## config.mk

```make
export PLATFORM = sky130hd
export DESIGN_NAME = bus_arbiter
export DESIGN_NICKNAME = d
export VERILOG_FILES = /design/src/rtl/bus_arbiter.sv
export SDC_FILE = /design/constraint.sdc
export NUM_CORES = 1
export LEC_CHECK = 0
export BUFFER_PORTS_ARGS = -buffer_cell sky130_fd_sc_hd__clkbuf_2
export CAP_MARGIN = 15
export CELL_PAD_IN_SITES_DETAIL_PLACEMENT = 2
export CELL_PAD_IN_SITES_GLOBAL_PLACEMENT = 2
export CORE_UTILIZATION = 31
export CTS_BUF_LIST = sky130_fd_sc_hd__clkbuf_2
export CTS_CLUSTER_SIZE = 14
export DETAILED_ROUTE_END_ITERATION = 12
export PLACE_DENSITY_LB_ADDON = 0.12
export SYNTH_ARGS = -nofsm -noshare
export SYNTH_HDL_FRONTEND = slang
export SYNTH_SLANG_ARGS = --single-unit
```

## constraint.sdc

```tcl
create_clock -name clock -period 2.05 [get_ports clock]
set_clock_uncertainty 0.1 [all_clocks]
set_input_delay 0.1025 -clock clock [delete_from_list [all_inputs] [get_ports clock]]
set_output_delay 0.1025 -clock clock [all_outputs]
set_load 0.1 [all_outputs]
```

## src/rtl/bus_arbiter.sv

```systemverilog
// rtl/bus_arbiter.sv - two-requester round-robin bus arbiter with turnaround and hold-limit preemption
module bus_arbiter #(
    parameter int WORD_W   = 8,
    parameter int MAX_HOLD = 8
) (
    input  logic              clock,
    input  logic              reset,
    input  logic              cpu_req,
    input  logic              cpu_done,
    input  logic              dma_req,
    input  logic              dma_done,
    output logic              cpu_gnt,
    output logic              dma_gnt,
    output logic              cpu_stall,
    output logic              preempt,
    output logic [WORD_W-1:0] preempt_cnt
);

    typedef enum logic [1:0] {IDLE, CPU_OWN, DMA_OWN, TURN} state_t;

    localparam logic [7:0]        HOLD_LIM = 8'(MAX_HOLD - 1);
    localparam logic [WORD_W-1:0] CNT_MAX  = '1;

    state_t            state_q, state_d;
    logic [7:0]        hold_q, hold_d;
    logic              last_dma_q, last_dma_d;
    logic              preempt_q, preempt_d;
    logic [WORD_W-1:0] cnt_q, cnt_d;

    logic own_is_cpu;
    logic own_req;
    logic own_done;
    logic other_req;

    assign own_is_cpu = (state_q == CPU_OWN);
    assign own_req    = own_is_cpu ? cpu_req  : dma_req;
    assign own_done   = own_is_cpu ? cpu_done : dma_done;
    assign other_req  = own_is_cpu ? dma_req  : cpu_req;

    always_comb begin
        state_d    = state_q;
        hold_d     = hold_q;
        last_dma_d = last_dma_q;
        preempt_d  = 1'b0;
        cnt_d      = cnt_q;
        case (state_q)
            IDLE, TURN: begin
                hold_d = '0;
                // On a tie the side that did not own last gets the bus
                if (cpu_req && (!dma_req || last_dma_q)) begin
                    state_d    = CPU_OWN;
                    last_dma_d = 1'b0;
                end else if (dma_req) begin
                    state_d    = DMA_OWN;
                    last_dma_d = 1'b1;
                end else begin
                    state_d = IDLE;
                end
            end
            CPU_OWN, DMA_OWN: begin
                if (own_done || !own_req) begin
                    state_d = TURN;
                end else if (hold_q == HOLD_LIM && other_req) begin
                    state_d   = TURN;
                    preempt_d = 1'b1;
                    if (cnt_q != CNT_MAX) begin
                        cnt_d = cnt_q + WORD_W'(1);
                    end
                end else if (hold_q != HOLD_LIM) begin
                    hold_d = hold_q + 8'd1;
                end
            end
            default: state_d = IDLE;
        endcase
    end

    always_ff @(posedge clock) begin
        if (reset) begin
            state_q    <= IDLE;
            hold_q     <= '0;
            last_dma_q <= 1'b1;
            preempt_q  <= 1'b0;
            cnt_q      <= '0;
        end else begin
            state_q    <= state_d;
            hold_q     <= hold_d;
            last_dma_q <= last_dma_d;
            preempt_q  <= preempt_d;
            cnt_q      <= cnt_d;
        end
    end

    assign cpu_gnt     = (state_q == CPU_OWN);
    assign dma_gnt     = (state_q == DMA_OWN);
    assign preempt     = preempt_q;
    assign preempt_cnt = cnt_q;
    assign cpu_stall   = cpu_req & ~cpu_gnt;

endmodule

```

## Word level (Yosys, flattened, before mapping)

Cells that the tools add are included.

| word-level totals | value |
|---|---|
| flip-flop bits (word level) | 20 |
| bits in latches | 0 |
| memory bits (writable) | 0 |
| memory bits (read-only) | 0 |
| input port bits | 6 |
| output and inout bits | 12 |
| word-level logic and storage cells | 50 |
| memories | 0 |

| cells by class | value |
|---|---|
| add/subtract/negate cells | 2 |
| multiply operators | 0 |
| divide/modulo/power cells | 0 |
| order comparisons | 0 |
| eq/ne operators | 10 |
| shifts and indexed selects | 0 |
| mux-type cells | 15 |
| bitwise logic cells | 4 |
| reduce and logical (&&, ||, !) cells | 14 |

Operators with widths:

| cell | count |
|---|---|
| $mux 8 | 3 |
| $add 8x1->8 const B | 2 |
| $pmux 8 s2 | 1 |
| $eq 8x3->1 const B | 1 |
| $mux 2 | 4 |
| $ne 8x3->1 const B | 1 |
| $ne 8x8->1 const B | 1 |
| $mux 1 | 6 |
| $ne 2x2->1 const B | 3 |
| $eq 2x2->1 const B | 2 |
| $pmux 2 s2 | 1 |
| $reduce_and 4->1 | 1 |
| $reduce_or 2->1 | 2 |
| $ne 3x3->1 const B | 1 |
| $not 1->1 | 3 |
| $reduce_and 3->1 | 1 |
| $reduce_or 3->1 | 1 |
| $eq 2x1->1 const B | 1 |
| $logic_and 1x1->1 | 2 |
| $logic_not 1->1 | 2 |
| $logic_not 2->1 | 1 |
| $logic_or 1x1->1 | 2 |
| $reduce_and 2->1 | 1 |
| $reduce_bool 2->1 | 1 |
| $and 1x1->1 | 1 |

## Depth between registers and ports, before layout

Gate-level depths: netlist of run 1.

| logic depth | value |
|---|---|
| depth after elaboration | 6 |
| gate-level depth with buffers | 7 |

## Least setup slack after synthesis of run 1

Ideal clock, no wire load.

| timing path | value |
|---|---|
| path type | reg-to-reg |
| start | register state_q[1] |
| end | register hold_q[3] |
| data arrival time | 2.555 ns |
| setup slack | -0.677 ns |
| stages on the path, launching flop included | 8 |
| path buffers | 1 |
| clock period less this slack | 2.727 ns |
| path through | dfxtp_1 -> inv_1 -> ha_1 -> mux2_4 -> or2_2 -> buf_2 -> nor4_1 -> mux2i_1 |

| between the ends | value |
|---|---|
| longest elaborated chain between the ends | 6 |
| elaborated cells on any way between the ends | 17 |
| those cells by class | 6 x eq/ne; 4 x mux; 7 x reduce/logical |

RTL lines:

| item | RTL line | text |
|---|---|---|
| start, declared | 24 | `state_t state_q, state_d;` |
| start signal, assigned | 85 | `state_q <= state_d;` |
| $eq 2x1->1 * | -- |  |
| via cpu_gnt | 12 | `output logic cpu_gnt,` |
| $mux 1 | 36 | `assign own_req = own_is_cpu ? cpu_req : dma_req;` |
| $logic_not 1->1 | 61 | `if (own_done \|\| !own_req) begin` |
| $logic_or 1x1->1 | 61 |  |
| $ne 2x2->1 (no source line) | -- |  |
| $reduce_and 3->1 (no source line) | -- |  |
| end signal, assigned | 86 | `hold_q <= hold_d;` |
| end, declared | 25 | `logic [7:0] hold_q, hold_d;` |

The timed path passes the listed nets; every way through them passes the cells marked *.
A chain may end at the register's enable or synchronous reset.

## Worst setup path in the final report of run 1

| timing path | value |
|---|---|
| start | register state_q[0] |
| end | register cnt_q[5] (netlist: preempt_cnt[5]) |

| between the ends | value |
|---|---|
| longest elaborated chain between the ends | 6 |
| elaborated cells on any way between the ends | 11 |
| those cells by class | 2 x eq/ne; 3 x mux; 1 x bitwise; 5 x reduce/logical |

RTL lines:

| item | RTL line | text |
|---|---|---|
| $eq 2x1->1 | 35, 46 |  |
| $mux 1 | 36 |  |
| $logic_not 1->1 | 61 |  |
| $logic_or 1x1->1 | 61 |  |
| $not 1->1 (no source line) | -- |  |
| $reduce_and 4->1 (no source line) * | -- |  |
| end signal, assigned | 89 | `cnt_q <= cnt_d;` |
| end, declared | 28 | `logic [WORD_W-1:0] cnt_q, cnt_d;` |

Every way passes the cells marked *; elsewhere a longest branch is shown, timed or not.

==> metrics.cfg, run 1 <==
[sta]
rsz0062_at_grt = yes
finalCritPeriodShare = 1.01
fmax_mhz = 482
final.setup.tns_ns = -0.0302
tightestPinTransition_ns = 0.547
setup_violations = 2
min_period_ns = 2.08
fin_ws_ns = -0.0263
relSlewSlack = 0.637
finalHoldViolations = 0
slew_viol_final = 0

[power]
ir_worst_vdd_uv = 236
p_per_area_nw_per_um2 = 706
p_leak_nw = 0.537

[logic_synthesis]
synth.largest_area_cell = dfxtp_1
synth-seq-cells = 20
netlist_instances = 132
seq_area_frac_synth = 0.355
yosysWarnings = 0
synthArstFlopShare = 0
yosys-top-cells-area = dfxtp_1 (35%), ha_1 (5.5%), or3_1 (5.0%), a21oi_1 (4.9%), mux2i_1 (4.4%)
synth_top_area_frac = 0.355
synth-edff-count = 0
syn_nets = 143
synth.distinct_cells = 36
synth-main-ff-cell = dfxtp_1
syn_area_per_cell_um2 = 8.55
synth_area_um2 = 1130

[place]
hpwl_mm = 2.67
place_congestion = 0.782
io_buffers = 17
preCtsSetupSlack_ns = -0.0688

[cells_and_area]
drive_above_1_share = 0.409
n_antenna_cell = 0
area_delta_synth_final_pct = 34.7
seq_area_um2 = 417
fillCellCount = 402
multiInputGateArea_um2 = 766
final_nets = 177

[min_path]
worstHoldStart = cpu_req
hold_end = state_q[0]$_SDFFE_PP0P_
whs_path_depth = 3
hold_path_class = input pin to flop

[cts]
clock-sinks = 20
clock_path_buffers = 2
htreeDepth = 1
path_clk_slew_ns = 0.20
clock_latency_ns = 0.31
cts_root_buf = clkbuf_2
numCtsBuffers = 3
tritoncts = yes

[floorplan]
die_h_um = 62.3
initial_core_util = 0.330
die_area_um2 = 3890
num_rows = 21
num_io_pins = 18
die_w_um = 62.3
core_area_um2 = 3420

[detailed_routing]
routedWlPerCell_um = 18.4
drc = 0
ant_nets = 0
drt-total-wl_mm = 3.86
vias = 1117
drtIter0Drc = 33
viasPerCell = 5.32
firstDrtPassIters = 4

[worst_setup_path]
cpLargestDelayFamily = compound AO/OA/AOI/OAI gates
required_ns = 2.20
crit_type = flop to flop
cp-startpoint = state_q[0]$_SDFFE_PP0P_
reg2reg_setup_slack_ns = -0.03
cp_data_arrival_time_ns = 2.22
crit_chain = ha_4 -> mux2_4 -> a211o_4 -> buf_4 -> or4_1 -> a21oi_1
start_kind = flop
r2r-start = state_q[0]$_SDFFE_PP0P_
max_stage_delay_ns = 0.42
slowest_stage = dfxtp_4
worst-path-max-fanout = 4
rr_endpoint = preempt_cnt[5]$_SDFFE_PP0P_
reg2regPathDepth = 6
cp-end-kind = flop
path_buf_inv = 1

[global_route]
track_usage = 0.200
overflow = 0
first_global_vias = 1254
grt_start_max_net_pins = 18
antenna_found_initial = 0
grt_pass1_wl_mm = 6.08

[run_status]
violations = negative setup slack
status = finished with violations

[job]
cap_violations = 0

-- worst min-delay path: cells and delay by family --
kind            cells  cell delay (ns)
compound gates      2             0.21
buf+inv             1             0.13
-- cell type report --
class                           instances  share of cell area
Sequential cell                        20               0.274
Inverter                                9              0.0222
Timing Repair Buffer                   35               0.152
Multi-Input combinational cell         97               0.504
Clock buffer                            3             0.00988
Tap cell                               46              0.0379
-- synth_stat cells (2+ instances only) --
cell type	instances
nor3_1	2
o21ai_0	5
inv_1	9
or4_1	4
dfxtp_1	20
and4_1	2
mux2_2	2
nand2_1	10
buf_2	2
a21oi_1	11
clkbuf_1	3
nand3_1	5
nor4b_2	2
or2_2	3
ha_1	5
nor4_1	4
o31ai_1	5
mux2i_1	5
or3_1	9
nor2_1	7
a221oi_1	2
-- power by group --
group          internal (mW)  total (mW)  switching, mW
combinational          0.177       0.478          0.301
clock                 0.0399       0.164          0.124
sequential             0.412       0.431         0.0191
-- layer usage --
metal  up-vias  global-route usage  part of all wire
li1        546                   -                 -
met1       550               0.242              0.47
met2        17               0.364              0.50
met3         4              0.0313             0.018
met4         0              0.0494            0.0088
met5         -                   0                 0
-- flip-flops by register name, summed over array words and instances, names as in the netlist --
name / count
hold_q: 8
preempt_cnt: 8
state_q: 2
last_dma_q: 1
preempt: 1
-- cell usage in the layout (no fill, tap or decap), types with 7 or more instances in the layout --
cell / count
buf_4: 13
dfxtp_1: 9
a21oi_1: 10
nand2_1: 10
inv_1: 8
nor2_1: 7
or3_1: 8
clkbuf_2: 20
dfxtp_2: 10
-- logic make-up (layout without fill, tap and decap cells) --
| kind of cell | count (synthesis) | count (layout) | synth area share |
|---|---|---|---|
| buffers and inverters | 15 | 47 | 0.0588 |
| AO/OA/AOI/OAI | 27 | 27 | 0.150 |
| AND/OR/NAND/NOR | 56 | 56 | 0.296 |
| multiplexers | 8 | 8 | 0.0776 |
| adder cells (fa/ha/maj) | 5 | 5 | 0.0554 |
| XOR/XNOR | 1 | 1 | 0.00776 |
| flip-flops | 20 | 20 | 0.355 |
-- worst max-delay path by stage --
stage	end	slack, ns	cells after the start
global placement	preempt_cnt[6]$_SDFFE_PP0P_	0.02	6
floorplan	preempt_cnt[2]$_SDFFE_PP0P_	-0.12	7
detailed placement	hold_q[5]$_SDFFE_PP0P_	-0.07	7
CTS	preempt_cnt[4]$_SDFFE_PP0P_	0.004	7
finish	preempt_cnt[5]$_SDFFE_PP0P_	-0.03	6
global route	preempt_cnt[5]$_SDFFE_PP0P_	-0.07	7
-- timing repair --
action                                 in CTS  in global routing
pin swaps                                   4                  5
buffers inserted                            2                  2
cloned                                      0                  1
setup endpoints to repair                  13                  8
hold buffers                                1                  0
resized for setup                           5                  8
endpoints found under the hold margin       1                  0
-- metrics by stage --
stage	util	total power, mW	std cells	instance area, um2	hold slack (ns)
floorplan	-	0.745	132	1200	0.148
global placement	0.409	0.822	201	1400	0.314
detailed placement	0.409	0.841	201	1400	0.320
CTS	0.428	1.05	207	1460	0.0275
global route	0.445	1.13	210	1520	0.0477
finish	0.445	1.07	210	1520	0.0466
No activity file was read; power rests on OpenSTA's default activity.
==> run 2, diff against run 1 <==
Settings changed: ABC_AREA set to 1, CORE_UTILIZATION 31 to 28, SLEW_MARGIN set to 20.
==> run 2 against run 1 <==
The run now ends clean. Sequential power rose by 4.6%. Sequential share of layout area rose by 1.2 points. Fmax rose by 17%. Power rose by 13%. Synthesized cell count rose by 45%. Critical path depth fell by 2. Non-clock buffer count fell by 15. Area after synthesis rose by 7.6%. Via count rose by 12%. Register-to-register slack improved by 0.31 ns. Cell area fell by 7.2%. Die area rose by 19%. Largest cell class unchanged. Highest routed layer unchanged.
==> metrics.cfg, run 2 <==
[global_route]
track_usage = 0.169  ; was 0.200
first_global_vias = 1298  ; was 1,254
grt_pass1_wl_mm = 5.79  ; was 6.08 mm
grt_start_max_net_pins = 12  ; was 18
antenna_found_initial = 0  ; unchanged
overflow = 0  ; unchanged

[logic_synthesis]
seq_area_frac_synth = 0.330  ; was 0.355
synth-edff-count = 0  ; unchanged
synth.distinct_cells = 23  ; was 36
syn_nets = 202  ; was 143
syn_area_per_cell_um2 = 6.36  ; was 8.55 um2
synth_area_um2 = 1210  ; was 1130 um2
yosys-top-cells-area = dfxtp_1 (33%), nand2_1 (15%), nor2_1 (11%), inv_1 (8.7%), nand3_1 (7.0%)  ; was dfxtp_1 (35%), ha_1 (5.5%), or3_1 (5.0%), a21oi_1 (4.9%), mux2i_1 (4.4%)
netlist_instances = 191  ; was 132
synth.most_common_cell = nand2_1  ; was dfxtp_1
yosys-top-cells-count = nand2_1 (47), nor2_1 (37), inv_1 (28)  ; was dfxtp_1 (20), a21oi_1 (11), nand2_1 (10)
synth.largest_area_cell = dfxtp_1  ; unchanged
synth_top_area_frac = 0.330  ; was 0.355
yosysWarnings = 0  ; unchanged
synth-seq-cells = 20  ; unchanged
synthArstFlopShare = 0  ; unchanged
synth-main-ff-cell = dfxtp_1  ; unchanged

[floorplan]
num_rows = 23  ; was 21
initial_core_util = 0.297  ; was 0.330
die_area_um2 = 4610  ; was 3890 um2
die_h_um = 67.9  ; was 62.3 um
num_io_pins = 18  ; unchanged
die_w_um = 67.9  ; was 62.3 um
core_area_um2 = 4090  ; was 3420 um2

[detailed_routing]
drt-total-wl_mm = 3.43  ; was 3.86 mm
drtIter0Drc = 20  ; was 33
route.met2.wl_mm = 1.65  ; was 1.94 mm
dr_wl_met3_um = 72  ; was 69 um
routed.top_layer = met4  ; unchanged
ant_nets = 0  ; unchanged
drc = 0  ; unchanged
firstDrtPassIters = 4  ; unchanged
vias = 1249  ; was 1,117
wl_met1_mm = 1.70  ; was 1.82 mm
viasPerCell = 4.73  ; was 5.32
routedWlPerCell_um = 13.0  ; was 18.4 um

[power]
p_comb_frac = 0.482  ; was 0.445
switchingPower_mw = 0.610  ; was 0.444 mW
seq_power_share = 0.371  ; was 0.402
pwr-share-clk = 0.147  ; was 0.153
p_per_area_nw_per_um2 = 861  ; was 706 nW/um2
ir_worst_vdd_uv = 856  ; was 236 uV
netSwitchingFraction = 0.502  ; was 0.414
p_leak_nw = 0.673  ; was 0.537 nW
p_int_mw = 0.606  ; was 0.629 mW

[cells_and_area]
final_cell_mix = nand2_1 (47), nor2_1 (36), inv_1 (28), clkbuf_2 (20)  ; was clkbuf_2 (20), buf_4 (13), nand2_1 (10), a21oi_1 (10), dfxtp_2 (10)
drive_above_1_share = 0.187  ; was 0.409
final_nets = 226  ; was 177
fin_area_um2 = 1410  ; was 1520 um2
area_delta_synth_final_pct = 16.2  ; was 34.7%
multiInputGateArea_um2 = 697  ; was 766 um2
fillCellCount = 518  ; was 402
n_antenna_cell = 0  ; unchanged
seq_area_um2 = 404  ; was 417 um2
final_common_cell = nand2_1  ; was clkbuf_2

[cts]
path_clk_slew_ns = 0.20  ; about the same
postCtsSetupBuffers = 0  ; was 2
clock_path_buffers = 2  ; unchanged
clock-sinks = 20  ; unchanged
cts_root_buf = clkbuf_2  ; unchanged
numCtsBuffers = 3  ; unchanged
tritoncts = yes  ; unchanged
htreeDepth = 1  ; unchanged
clock_latency_ns = 0.33  ; was 0.31 ns

[worst_setup_path]
required_ns = 1.85  ; was 2.20 ns
crit_type = flop to primary output  ; was flop to flop
start_kind = flop  ; unchanged
worst-path-max-fanout = 6  ; was 4
cp-end-kind = primary output  ; was flop
reg2regPathDepth = 11  ; was 6
cp_data_arrival_time_ns = 1.58  ; was 2.22 ns

[sta]
finalCritPeriodShare = 0.869  ; was 1.01
setup_violations = 0  ; was 2
slew_viol_final = 0  ; unchanged
rsz0062_at_grt = no  ; was yes
tightestPinTransition_ns = 0.552  ; was 0.547 ns
final.setup.tns_ns = 0  ; was -0.0302 ns
min_period_ns = 1.78  ; was 2.08 ns
whs_ns = 0.0335  ; was 0.0466 ns
relSlewSlack = 0.633  ; was 0.637
fmax_mhz = 562  ; was 482 MHz
finalHoldViolations = 0  ; unchanged

[min_path]
hold_path_class = input pin to flop  ; unchanged
whs_path_depth = 5  ; was 3

[place]
place_area_um2 = 1370  ; was 1400 um2
hpwl_mm = 2.79  ; was 2.67 mm
io_buffers = 17  ; unchanged
place_congestion = 0.762  ; was 0.782

[job]
cap_violations = 0  ; unchanged

[run_status]
status = complete, no violations  ; was finished with violations

==> run 2: cell count changes in the layout (fill, tap and decap cells not counted), sizes merged, moves of 5 or more <==
cell   delta
nand2    +42
mux2i     -5
inv      +21
buf      -16
nand3    +13
or3       -9
nor2     +33
o31ai     -5
==> run 2: metrics by stage <==
step / std cells / util / setup slack, ns / power [mW]
floorplan: 191 / - / 0.000152 / 0.928
global placement: 258 / 0.335 / 0.181 / 1.02
detailed placement: 258 / 0.335 / 0.140 / 1.04
CTS: 264 / 0.344 / 0.107 / 1.23
global route: 264 / 0.345 / 0.0672 / 1.31
finish: 264 / 0.345 / 0.269 / 1.22
==> run 2: kinds of logic after synthesis <==
family | count (synthesis) | synth area share
adders and majority gates | 5 | 0.0515
DFF | 20 | 0.330
buffers and inverters | 32 | 0.105
xor gates and xnor gates | 4 | 0.0288
and+or+nand+nor | 114 | 0.411
AOI/OAI and AO/OA | 16 | 0.0742
==> run 2: per-layer routing <==
| metal | global-route usage | up-vias |
|---|---|---|
| met5 | 0 | - |
| met4 | 0.0234 | 0 |
| met3 | 0.0400 | 2 |
| met2 | 0.311 | 11 |
| met1 | 0.201 | 598 |
| li1 | - | 638 |
==> run 2: what timing repair did <==
| action | 4_1_cts | 5_1_grt |
|---|---|---|
| hold buffers | 2 | 0 |
| gates resized for setup | 0 | 1 |
| endpoints found under the hold margin | 4 | 0 |
| setup endpoints to repair | 0 | 1 |
==> run 2: power groups by stage <==
stage / combinational [mW] / clock [mW] / sequential [mW]
after floorplan: 0.476 / 0 / 0.452
after global placement: 0.562 / 0 / 0.458
after detailed placement: 0.580 / 0 / 0.460
after CTS: 0.587 / 0.193 / 0.451
after global routing: 0.646 / 0.205 / 0.456
final: 0.586 / 0.179 / 0.451
==> run 2: critical path, stage by stage (launching register included) <==
cell and delay (ns):
dfxtp_1 0.39, inv_1 0.07, ha_2 0.21, nor2_2 0.11
clkbuf_2 0.46
==> run 2: path summary, 6_finish.rpt <==
check             slack (ns)                     from                           to
setup reg to reg        0.28  state_q[1]$_SDFFE_PP0P_  preempt_cnt[1]$_SDFFE_PP0P_
setup / recovery        0.27  state_q[1]$_SDFFE_PP0P_                    cpu_stall
hold reg to reg         0.41   hold_q[0]$_SDFFE_PP0P_       hold_q[0]$_SDFFE_PP0P_
hold / removal          0.03                  cpu_req      state_q[0]$_SDFFE_PP0P_
==> run 2: cell type report <==
class / count / area share
Tap cell: 50 / 0.0443
Timing Repair Buffer: 20 / 0.0798
Inverter: 31 / 0.0824
Sequential cell: 20 / 0.286
Clock inverter: 1 / 0.00266
Multi-Input combinational cell: 139 / 0.494
Clock buffer: 3 / 0.0106
